### src/rtl/spi_pixel_master_if.sv
// spi_pixel_master_if
// Bundles the parallel pixel handshake and the four-wire SPI pins of
// spi_pixel_master.
//   tx_px_i / tx_valid_i / tx_ready_o : pixel into the master
//   rx_px_o / rx_valid_o              : pixel returned by the slave
//   busy_o                            : frame or inter-frame gap running
//   spi_sck_o / spi_cs_o / spi_sdi_o  : SPI lines driven towards the slave
//   spi_sdo_i                         : SPI line driven by the slave
// modport master : the SPI initiator itself
// modport slave  : whatever sits around it (pixel source/sink and link)
interface spi_pixel_master_if #(
    parameter int PIXEL_BITS = 8
);
    logic [PIXEL_BITS-1:0] tx_px_i;
    logic                  tx_valid_i;
    logic                  tx_ready_o;
    logic [PIXEL_BITS-1:0] rx_px_o;
    logic                  rx_valid_o;
    logic                  busy_o;
    logic                  spi_sck_o;
    logic                  spi_cs_o;
    logic                  spi_sdi_o;
    logic                  spi_sdo_i;

    modport master (
        input  tx_px_i, tx_valid_i, spi_sdo_i,
        output tx_ready_o, rx_px_o, rx_valid_o, busy_o,
               spi_sck_o, spi_cs_o, spi_sdi_o
    );

    modport slave (
        output tx_px_i, tx_valid_i, spi_sdo_i,
        input  tx_ready_o, rx_px_o, rx_valid_o, busy_o,
               spi_sck_o, spi_cs_o, spi_sdi_o
    );
endinterface

### src/rtl/spi_pixel_master.sv
// spi_pixel_master
// SPI mode-0 initiator, MSB first, one full-duplex frame per pixel. The
// pixel on tx_px_i is shifted out on SDI while SDO is shifted into an rx
// register; the returned pixel appears on rx_px_o with a one-cycle
// rx_valid_o pulse when CS is released.
// Ports:
//   clk_i    : system clock, rising edge
//   nreset_i : asynchronous active-low reset
//   bus      : pixel handshake + SPI pins (spi_pixel_master_if.master)
//
// state   | meaning
// --------+------------------------------------------------------------
// S_IDLE  | CS high, waiting for tx_valid_i (tx_ready_o high)
// S_SETUP | CS low, SCK low, first data bit settling before first rise
// S_SHIFT | SCK toggling, one high + one low half-period per bit
// S_HOLD  | CS low, SCK low, hold time after the last bit
// S_GAP   | CS high, minimum deselect time before the next accept
module spi_pixel_master #(
    parameter int PIXEL_BITS  = 8,
    parameter int HALF_PERIOD = 4,
    parameter int CS_GAP      = 8
) (
    input logic              clk_i,
    input logic              nreset_i,
    spi_pixel_master_if.master bus
);
    localparam int DIV_MAX = (HALF_PERIOD > CS_GAP) ? HALF_PERIOD : CS_GAP;
    localparam int DIV_W   = $clog2(DIV_MAX + 1);
    localparam int BIT_W   = $clog2(PIXEL_BITS + 1);
    // One IDLE cycle completes the CS-high gap, so GAP itself runs CS_GAP-1
    // cycles and the next accept can land exactly CS_GAP edges after CS rises.
    localparam int GAP_TC  = (CS_GAP > 1) ? CS_GAP - 2 : 0;

    typedef enum logic [2:0] {S_IDLE, S_SETUP, S_SHIFT, S_HOLD, S_GAP} state_t;

    state_t                r_state, w_state_nxt;
    logic [DIV_W-1:0]      r_div, w_div_nxt;
    logic [BIT_W-1:0]      r_bit, w_bit_nxt;
    logic [PIXEL_BITS-1:0] r_tx_sr, w_tx_sr_nxt;
    logic [PIXEL_BITS-1:0] r_rx_sr, w_rx_sr_nxt;
    logic [PIXEL_BITS-1:0] r_rx_px, w_rx_px_nxt;
    logic                  r_sck, w_sck_nxt;
    logic                  r_cs, w_cs_nxt;
    logic                  r_rx_valid, w_rx_valid_nxt;
    logic                  w_half_tc, w_gap_tc;

    assign w_half_tc = (r_div == DIV_W'(HALF_PERIOD - 1));
    assign w_gap_tc  = (r_div == DIV_W'(GAP_TC));

    always_ff @(posedge clk_i or negedge nreset_i) begin
        if (!nreset_i) begin
            r_state    <= S_IDLE;
            r_div      <= '0;
            r_bit      <= '0;
            r_tx_sr    <= '0;
            r_rx_sr    <= '0;
            r_rx_px    <= '0;
            r_sck      <= 1'b0;
            r_cs       <= 1'b1;
            r_rx_valid <= 1'b0;
        end else begin
            r_state    <= w_state_nxt;
            r_div      <= w_div_nxt;
            r_bit      <= w_bit_nxt;
            r_tx_sr    <= w_tx_sr_nxt;
            r_rx_sr    <= w_rx_sr_nxt;
            r_rx_px    <= w_rx_px_nxt;
            r_sck      <= w_sck_nxt;
            r_cs       <= w_cs_nxt;
            r_rx_valid <= w_rx_valid_nxt;
        end
    end

    always_comb begin
        w_state_nxt    = r_state;
        w_div_nxt      = r_div + DIV_W'(1);
        w_bit_nxt      = r_bit;
        w_tx_sr_nxt    = r_tx_sr;
        w_rx_sr_nxt    = r_rx_sr;
        w_rx_px_nxt    = r_rx_px;
        w_sck_nxt      = r_sck;
        w_cs_nxt       = r_cs;
        w_rx_valid_nxt = 1'b0;

        case (r_state)
            S_IDLE: begin
                w_div_nxt = '0;
                if (bus.tx_valid_i) begin
                    w_state_nxt = S_SETUP;
                    w_tx_sr_nxt = bus.tx_px_i;
                    w_cs_nxt    = 1'b0;
                    w_bit_nxt   = '0;
                end
            end
            S_SETUP: begin
                if (w_half_tc) begin
                    w_state_nxt = S_SHIFT;
                    w_sck_nxt   = 1'b1;
                    w_div_nxt   = '0;
                end
            end
            S_SHIFT: begin
                if (w_half_tc) begin
                    w_div_nxt = '0;
                    if (r_sck) begin
                        // Falling edge: capture SDO, present the next bit.
                        // The zero fill leaves SDI low after the last bit.
                        w_sck_nxt   = 1'b0;
                        w_rx_sr_nxt = {r_rx_sr[PIXEL_BITS-2:0], bus.spi_sdo_i};
                        w_tx_sr_nxt = {r_tx_sr[PIXEL_BITS-2:0], 1'b0};
                    end else if (r_bit == BIT_W'(PIXEL_BITS - 1)) begin
                        w_state_nxt = S_HOLD;
                    end else begin
                        w_bit_nxt = r_bit + BIT_W'(1);
                        w_sck_nxt = 1'b1;
                    end
                end
            end
            S_HOLD: begin
                if (w_half_tc) begin
                    w_state_nxt    = (CS_GAP > 1) ? S_GAP : S_IDLE;
                    w_cs_nxt       = 1'b1;
                    w_rx_px_nxt    = r_rx_sr;
                    w_rx_valid_nxt = 1'b1;
                    w_div_nxt      = '0;
                end
            end
            S_GAP: begin
                if (w_gap_tc) begin
                    w_state_nxt = S_IDLE;
                    w_div_nxt   = '0;
                end
            end
            default: begin
                w_state_nxt = S_IDLE;
                w_div_nxt   = '0;
            end
        endcase
    end

    assign bus.tx_ready_o = (r_state == S_IDLE);
    assign bus.busy_o     = (r_state != S_IDLE);
    assign bus.rx_px_o    = r_rx_px;
    assign bus.rx_valid_o = r_rx_valid;
    assign bus.spi_sck_o  = r_sck;
    assign bus.spi_cs_o   = r_cs;
    assign bus.spi_sdi_o  = r_tx_sr[PIXEL_BITS-1];
endmodule

### src/flat_wrapper.sv
// flat-port wrapper written by rule: the top's interface ports become plain ports
module spi_pixel_master_flat 
#(
    parameter int PIXEL_BITS  = 8,
    parameter int HALF_PERIOD = 4,
    parameter int CS_GAP      = 8
)
  (clk_i, nreset_i, bus_tx_px_i, bus_tx_valid_i, bus_spi_sdo_i, bus_tx_ready_o, bus_rx_px_o, bus_rx_valid_o, bus_busy_o, bus_spi_sck_o, bus_spi_cs_o, bus_spi_sdi_o);
  spi_pixel_master_if #(.PIXEL_BITS(PIXEL_BITS)) bus_i ();
  input logic clk_i;
  input logic nreset_i;
  input wire logic [$bits(bus_i.tx_px_i)-1:0] bus_tx_px_i;
  input wire logic [$bits(bus_i.tx_valid_i)-1:0] bus_tx_valid_i;
  input wire logic [$bits(bus_i.spi_sdo_i)-1:0] bus_spi_sdo_i;
  output wire logic [$bits(bus_i.tx_ready_o)-1:0] bus_tx_ready_o;
  output wire logic [$bits(bus_i.rx_px_o)-1:0] bus_rx_px_o;
  output wire logic [$bits(bus_i.rx_valid_o)-1:0] bus_rx_valid_o;
  output wire logic [$bits(bus_i.busy_o)-1:0] bus_busy_o;
  output wire logic [$bits(bus_i.spi_sck_o)-1:0] bus_spi_sck_o;
  output wire logic [$bits(bus_i.spi_cs_o)-1:0] bus_spi_cs_o;
  output wire logic [$bits(bus_i.spi_sdi_o)-1:0] bus_spi_sdi_o;
  assign bus_i.tx_px_i = bus_tx_px_i;
  assign bus_i.tx_valid_i = bus_tx_valid_i;
  assign bus_i.spi_sdo_i = bus_spi_sdo_i;
  assign bus_tx_ready_o = bus_i.tx_ready_o;
  assign bus_rx_px_o = bus_i.rx_px_o;
  assign bus_rx_valid_o = bus_i.rx_valid_o;
  assign bus_busy_o = bus_i.busy_o;
  assign bus_spi_sck_o = bus_i.spi_sck_o;
  assign bus_spi_cs_o = bus_i.spi_cs_o;
  assign bus_spi_sdi_o = bus_i.spi_sdi_o;
  spi_pixel_master #(.PIXEL_BITS(PIXEL_BITS), .HALF_PERIOD(HALF_PERIOD), .CS_GAP(CS_GAP)) u_core (.clk_i(clk_i), .nreset_i(nreset_i), .bus(bus_i));
endmodule
### config.mk
export PLATFORM = sky130hd
export DESIGN_NAME = spi_pixel_master_flat
export DESIGN_NICKNAME = d
export VERILOG_FILES = /design/src/rtl/spi_pixel_master_if.sv /design/src/rtl/spi_pixel_master.sv /design/src/flat_wrapper.sv
export SDC_FILE = /design/constraint.sdc
export NUM_CORES = 1
export LEC_CHECK = 0
export ABC_AREA = 0
export CORE_MARGIN = 10
export CORE_UTILIZATION = 55
export CTS_CLUSTER_SIZE = 25
export DETAILED_ROUTE_END_ITERATION = 7
export DONT_BUFFER_PORTS = 1
export PLACE_DENSITY = 0.69
export SLEW_MARGIN = 20
export SYNTH_ARGS = -nofsm -noshare
export SYNTH_HDL_FRONTEND = slang
export SYNTH_SLANG_ARGS = --single-unit
### constraint.sdc
create_clock -name clk_i -period 2.3 [get_ports clk_i]
set_clock_uncertainty 0.15 [all_clocks]
set_input_delay 0.69 -clock clk_i [delete_from_list [all_inputs] [get_ports clk_i]]
set_output_delay 0.69 -clock clk_i [all_outputs]
set_load 0.01 [all_outputs]
== Word level (Yosys, flattened, before mapping) ==
Index checks and enable logic that the tools add are counted.

* Register bits: 38
* Bits of input ports: 12
* Output and inout port bits: 14

* Add/subtract/negate cells: 2
* Equality and inequality tests: 16
* Mux-type cells: 29
* Reductions and logical operators: 13

{| class="wikitable"
|+ Operators by type and width
! cell !! count
|-
| 4-bit two-way mux || 6
|-
| 8-bit two-way mux || 3
|-
| 3-bit two-way mux || 7
|-
| 4-bit one-hot mux with 2 select lines || 2
|-
| 8-bit one-hot mux with 2 select lines || 1
|-
| 3-bit one-hot mux with 5 select lines || 1
|-
| 2-bit by 1-bit != test with 1-bit output (second input constant) || 6
|-
| 3-bit AND reduction || 3
|-
| 4-bit by 1-bit adder with 4-bit output (second input constant) || 2
|-
| 4-bit by 3-bit == test with 1-bit output (second input constant) || 2
|-
| 1-bit two-way mux || 7
|-
| 7-bit AND reduction || 1
|-
| 3-bit by 2-bit == test with 1-bit output (second input constant) || 2
|-
| 2-bit != test (second input constant) || 3
|-
| 2-bit nonzero test || 3
|-
| 5-bit AND reduction || 1
|-
| 4-bit by 2-bit == test with 1-bit output (second input constant) || 1
|-
| 1-bit one-hot mux with 2 select lines || 2
|-
| 4-bit AND reduction || 1
|-
| 3-bit by 1-bit == test with 1-bit output (second input constant) || 1
|-
| 3-bit == test (second input constant) || 1
|-
| 3-bit zero test || 1
|-
| 3-bit nonzero test || 1
|-
| 3-bit OR reduction || 1
|-
| 2-bit AND reduction || 1
|}

== Longest topological paths before layout ==
Gate-level depths: netlist (run 1).

* Depth after elaboration: 5
* Mapped depth: 6

== Worst setup path before layout (run 1) ==
Ideal clock, no wire load.

* Kind: register to output
* Start: register u_core.r_state[1]
* End: output port bus_tx_ready_o
* Arrival time: 1.156 ns
* Data required time: 1.460 ns
* Path slack: 0.304 ns
* Stages on the path, launching flop included: 4
* Path buffers: 1
* Cells stage by stage: dfrtp_1 buf_2 or3_1 inv_1

* Cells in the longest elaborated chain, start to end: 1

{| class="wikitable"
|+ RTL lines
! item !! line !! text
|-
| from (decl) || spi_pixel_master.sv:36 || <nowiki>state_t r_state, w_state_nxt;</nowiki>
|-
| from (signal assigned) || spi_pixel_master.sv:62 || <nowiki>r_state <= w_state_nxt;</nowiki>
|-
| 3-bit zero test || spi_pixel_master.sv:141 || <nowiki>assign bus.tx_ready_o = (r_state == S_IDLE);</nowiki>
|-
| to (decl) || flat_wrapper.sv:15 || <nowiki>output wire logic [$bits(bus_i.tx_ready_o)-1:0] bus_tx_ready_o;</nowiki>
|}

No other way between the ends.

== Worst setup path in the final report (run 1) ==
* Start: register u_core.r_state[0]
* End: output port bus_busy_o

* Cells in the longest elaborated chain, start to end: 1

{| class="wikitable"
|+ RTL lines
! item !! line !! text
|-
| 3-bit nonzero test || spi_pixel_master.sv:142 || <nowiki>assign bus.busy_o = (r_state != S_IDLE);</nowiki>
|-
| to (decl) || flat_wrapper.sv:18 || <nowiki>output wire logic [$bits(bus_i.busy_o)-1:0] bus_busy_o;</nowiki>
|}

No other way between the ends.

==> metrics list, run 1 <==
- The flow ran to the end, and the final reports show no timing, DRC or antenna violations.
- Detailed routing inserted a total of 1106 vias.
- The longest clock path from root to sink contains 2 buffers.
* Minimum hold slack: 0.3259 ns
- Count of flip-flops with a built-in enable after synthesis: 0
- Synthesis inferred 38 register bits.
- P per Cell Area: 1085 nW/µm²
* Worst setup path category: register to primary output
- Final instance count without filler cells: 200
- Most used flip-flop cell after synthesis: sky130_fd_sc_hd__dfrtp_1
- For hold timing, the worst endpoint is u_core.r_tx_sr[0]$_DFFE_PN0P_.
* Clock H-tree levels: 2
- Yosys printed 0 warnings.
- Derived from the worst setup path, the maximum achievable clock frequency is 450.0 MHz.
* Starting Density: 0.5705
- In the synthesized netlist, the number of instances is 143.
- Hold wc startpoint: bus_tx_px_i[0]
* Type of destination of the critical path: primary output
- The cell area that synthesis handed to floorplanning was 1742 µm².
* WP data arrival: 1.38 ns
* Antenna violations before repair: 0
- Sequential fraction of the synthesis area: 0.5467
* RD Place Congestion: 0.7924
* Maximum fanout count along the critical path: 7
- Worst Setup Start Kind: register
- The core region is 3053 µm².
- Total routing usage reported by global routing: 0.1124
* Minimum period implied by the final worst setup slack: 2.222 ns
- The worst register-to-register path ends at u_core.r_rx_sr[2]$_DFFE_PN0P_.
- Average wire per standard cell: 15.59 µm
- In this run, the number of DRC markers left after iteration 0 of detailed routing was 116.
- Mean instance size in the synthesized netlist: 12.18 µm²
- Final WS setup: 0.07774 ns
- Die footprint: 5818 µm²
* Worst supply voltage drop on vdd: 0.7399 mV
- Clock tree from TritonCTS: built
* Final Slew Violations: 0
- Final-stage net count: 170
- Wire length of the first global-routing pass: 5.306 mm
- Entering global routing, the biggest net connects 38 pins.
- Clock net sink count: 38
- On the worst path, the slowest cell contributes a delay of 0.47 ns.
* Req. time, crit path: 1.46 ns
- The number of hold violations in the final report came to 0.
* Synthesis-to-layout area growth: 11.71%
- From left edge to right edge, the die measures 76.28 µm.
- Static power due to leakage: 0.9233 nW
- TritonCTS created 5 clock buffers.
* HP Class: input pin to register
- After synthesis, the share of flip-flops with an asynchronous set or reset is 1.000.
- Final count of negative-setup-slack endpoints: 0
* Worst-path cell chain: or3_1 -> buf_4
- Grouping stages by cell kind, the critical path spends the most delay in flip-flops.
- Total length of routed wires: 3.117 mm
- Cell depth of the worst flop-to-flop path: 4
- The via count of the first global-routing pass was 1052.
- Top-level I/O count: 26
- Number of cells on the worst hold path: 1
* Placement row count: 20
- Crit path max-delay cell type: sky130_fd_sc_hd__dfrtp_2
* Setup slack of the worst register-to-register path: 0.29 ns
* Max-Cap Viols: 0
- In this run, distinct cell masters in the synthesized netlist total 37.
- Clock-pin slew on the worst setup and hold paths: 0.12 ns
- Placed Cells incl. Taps: 187
* TNS Setup: 0 ns
* Total DRC errors in the routed layout: 0
* Minimum setup slack after placement: 0.2981 ns
- Post-synthesis net count: 158
- Half-perimeter wire length of the detailed placement result: 2.151 mm
* Fin crit share: 0.9662
* Crit path buffers/inverters: 1
- After detailed routing, the number of vias per cell comes to 5.530.
- Height of the chip: 76.28 µm
* Root Buffer: sky130_fd_sc_hd__clkbuf_4
* Worst flop-to-flop path startpoint: u_core.r_div[0]$_DFF_PN0_
- Skew-Pair Late Insertion Delay: 0.35 ns
- Number of optimization iterations in the first detailed-route pass: 4
* GR Overflow Total: 0
- Once detail routing completed, the nets flagged for antenna violations numbered 0.
* Number of port buffers: 0
- The repair_antennas step left the layout with diodes totalling 0.
- The worst pin sits at a relative slew slack of 0.6076.
* Share of layout cells above drive strength 1: 0.2692
* Actual slew at the worst max-slew pin: 0.5885 ns
## layout make-up
class                   instances  area, µm²
well taps                      44      55.05
inverters                       3      11.26
multi-input cells              96      747.0
fillers                       244       1107
clock buffers                   8      78.83
repair buffers                 11      97.59
flip-flops and latches         38      955.9
## sequential cells by signal, summed over array words and instances, names as in the netlist
name and flops:
u_core.bus.spi_sck_o 1, u_core.bus.spi_cs_o 1, u_core.r_bit 4, u_core.r_rx_sr 8
u_core.r_div 4, u_core.bus.rx_px_o 8, u_core.r_state 3, u_core.bus.rx_valid_o 1
u_core.r_tx_sr 8
## worst max-delay path by stage
| stage | from | end | slack [ns] | cells after the start |
|---|---|---|---|---|
| 4_1_cts | u_core.r_state[0]$_DFFE_PN0P_ | bus_busy_o | 0.009 | 2 |
| 5_1_grt | u_core.r_state[0]$_DFFE_PN0P_ | bus_busy_o | -0.001 | 2 |
| 6_report | u_core.r_state[0]$_DFFE_PN0P_ | bus_busy_o | 0.08 | 2 |
| 3_5_place_dp | u_core.r_div[0]$_DFF_PN0_ | u_core.r_rx_sr[2]$_DFFE_PN0P_ | 0.30 | 4 |
| 3_3_place_gp | bus_tx_valid_i | u_core.r_tx_sr[4]$_DFFE_PN0P_ | 0.35 | 4 |
| 2_1_floorplan | u_core.r_state[1]$_DFFE_PN0P_ | bus_tx_ready_o | 0.30 | 3 |
## synth_stat cells, types with 2 or more instances
cell                        n  area, µm²
sky130_fd_sc_hd__dfrtp_1   37      925.9
sky130_fd_sc_hd__mux2_2    16      180.2
sky130_fd_sc_hd__nand2_1   14      52.55
sky130_fd_sc_hd__mux2i_1    9      90.09
sky130_fd_sc_hd__nor2_1     9      33.78
sky130_fd_sc_hd__o21ai_0    6      30.03
sky130_fd_sc_hd__buf_2      4      20.02
sky130_fd_sc_hd__xor2_1     4      35.03
sky130_fd_sc_hd__a21oi_1    3      15.01
sky130_fd_sc_hd__ha_1       3      37.54
sky130_fd_sc_hd__inv_1      3      11.26
sky130_fd_sc_hd__nand3b_1   3      22.52
sky130_fd_sc_hd__nand4_1    3      18.77
sky130_fd_sc_hd__o21ai_1    3      15.01
sky130_fd_sc_hd__nand3_1    2      10.01
sky130_fd_sc_hd__nor2b_1    2      12.51
sky130_fd_sc_hd__nor3b_1    2      15.01
## per-stage QoR
stage	power (mW)	instance area, µm²	utilization
2_1_floorplan	1.480	1742	-
3_3_place_gp	1.629	1810	0.5930
3_5_place_dp	1.656	1810	0.5930
4_1_cts	2.093	1911	0.6258
5_1_grt	2.276	1946	0.6373
6_report	2.112	1946	0.6373
## kinds of logic (layout without fill, tap and decap cells)
family,after synthesis,count (layout),synth area share
XOR/XNOR,5,5,0.02514
adder cells (fa/ha/maj),3,3,0.02155
buffers and inverters,9,22,0.02442
multiplexers,25,25,0.1552
AO/OA/AOI/OAI,19,19,0.07256
flip-flops,38,38,0.5467
AND/OR/NAND/NOR,44,44,0.1545
## layout by cell type (no fill, tap or decap), types with 3 or more instances in the layout
master,n
sky130_fd_sc_hd__dfrtp_1,34
sky130_fd_sc_hd__mux2_2,16
sky130_fd_sc_hd__nand2_1,14
sky130_fd_sc_hd__nor2_1,9
sky130_fd_sc_hd__mux2i_1,9
sky130_fd_sc_hd__buf_4,9
sky130_fd_sc_hd__o21ai_0,6
sky130_fd_sc_hd__clkbuf_4,5
sky130_fd_sc_hd__xor2_1,4
sky130_fd_sc_hd__inv_1,3
sky130_fd_sc_hd__nand3b_1,3
sky130_fd_sc_hd__o21ai_1,3
sky130_fd_sc_hd__nand4_1,3
sky130_fd_sc_hd__a21oi_1,3
sky130_fd_sc_hd__ha_1,3
sky130_fd_sc_hd__clkbuf_8,3
sky130_fd_sc_hd__dfrtp_2,3
## timing repair
item / in CTS / in global routing
gates resized for setup: 1 / 2
cloned: 0 / 0
buffers inserted: 0 / 3
hold endpoints to repair: 37 / 6
endpoints found under the setup margin: 2 / 2
hold buffers: 1 / 1
## metal layers
layer	vias to the layer above	GRT usage	routed length, µm
li1	534	-	-
met1	537	0.1402	1403
met2	31	0.1573	1407
met3	4	0.06486	273
met4	0	0.03903	32
met5	-	0	0
## report_power, final
group,total [mW],switching (mW),internal [mW]
Clock,0.418,0.209,0.209
Sequential,1.03,0.193,0.837
Combinational,0.664,0.338,0.325
Total,2.11,0.741,1.37
(Power assumes the default switching activity.)
==> run 2, diff against run 1 <==
ABC_CLOCK_PERIOD_IN_PS = 2300   (was not set)
==> results of run 2 <==
No change in the layout: final DEF, timing and power equal those of run 1.
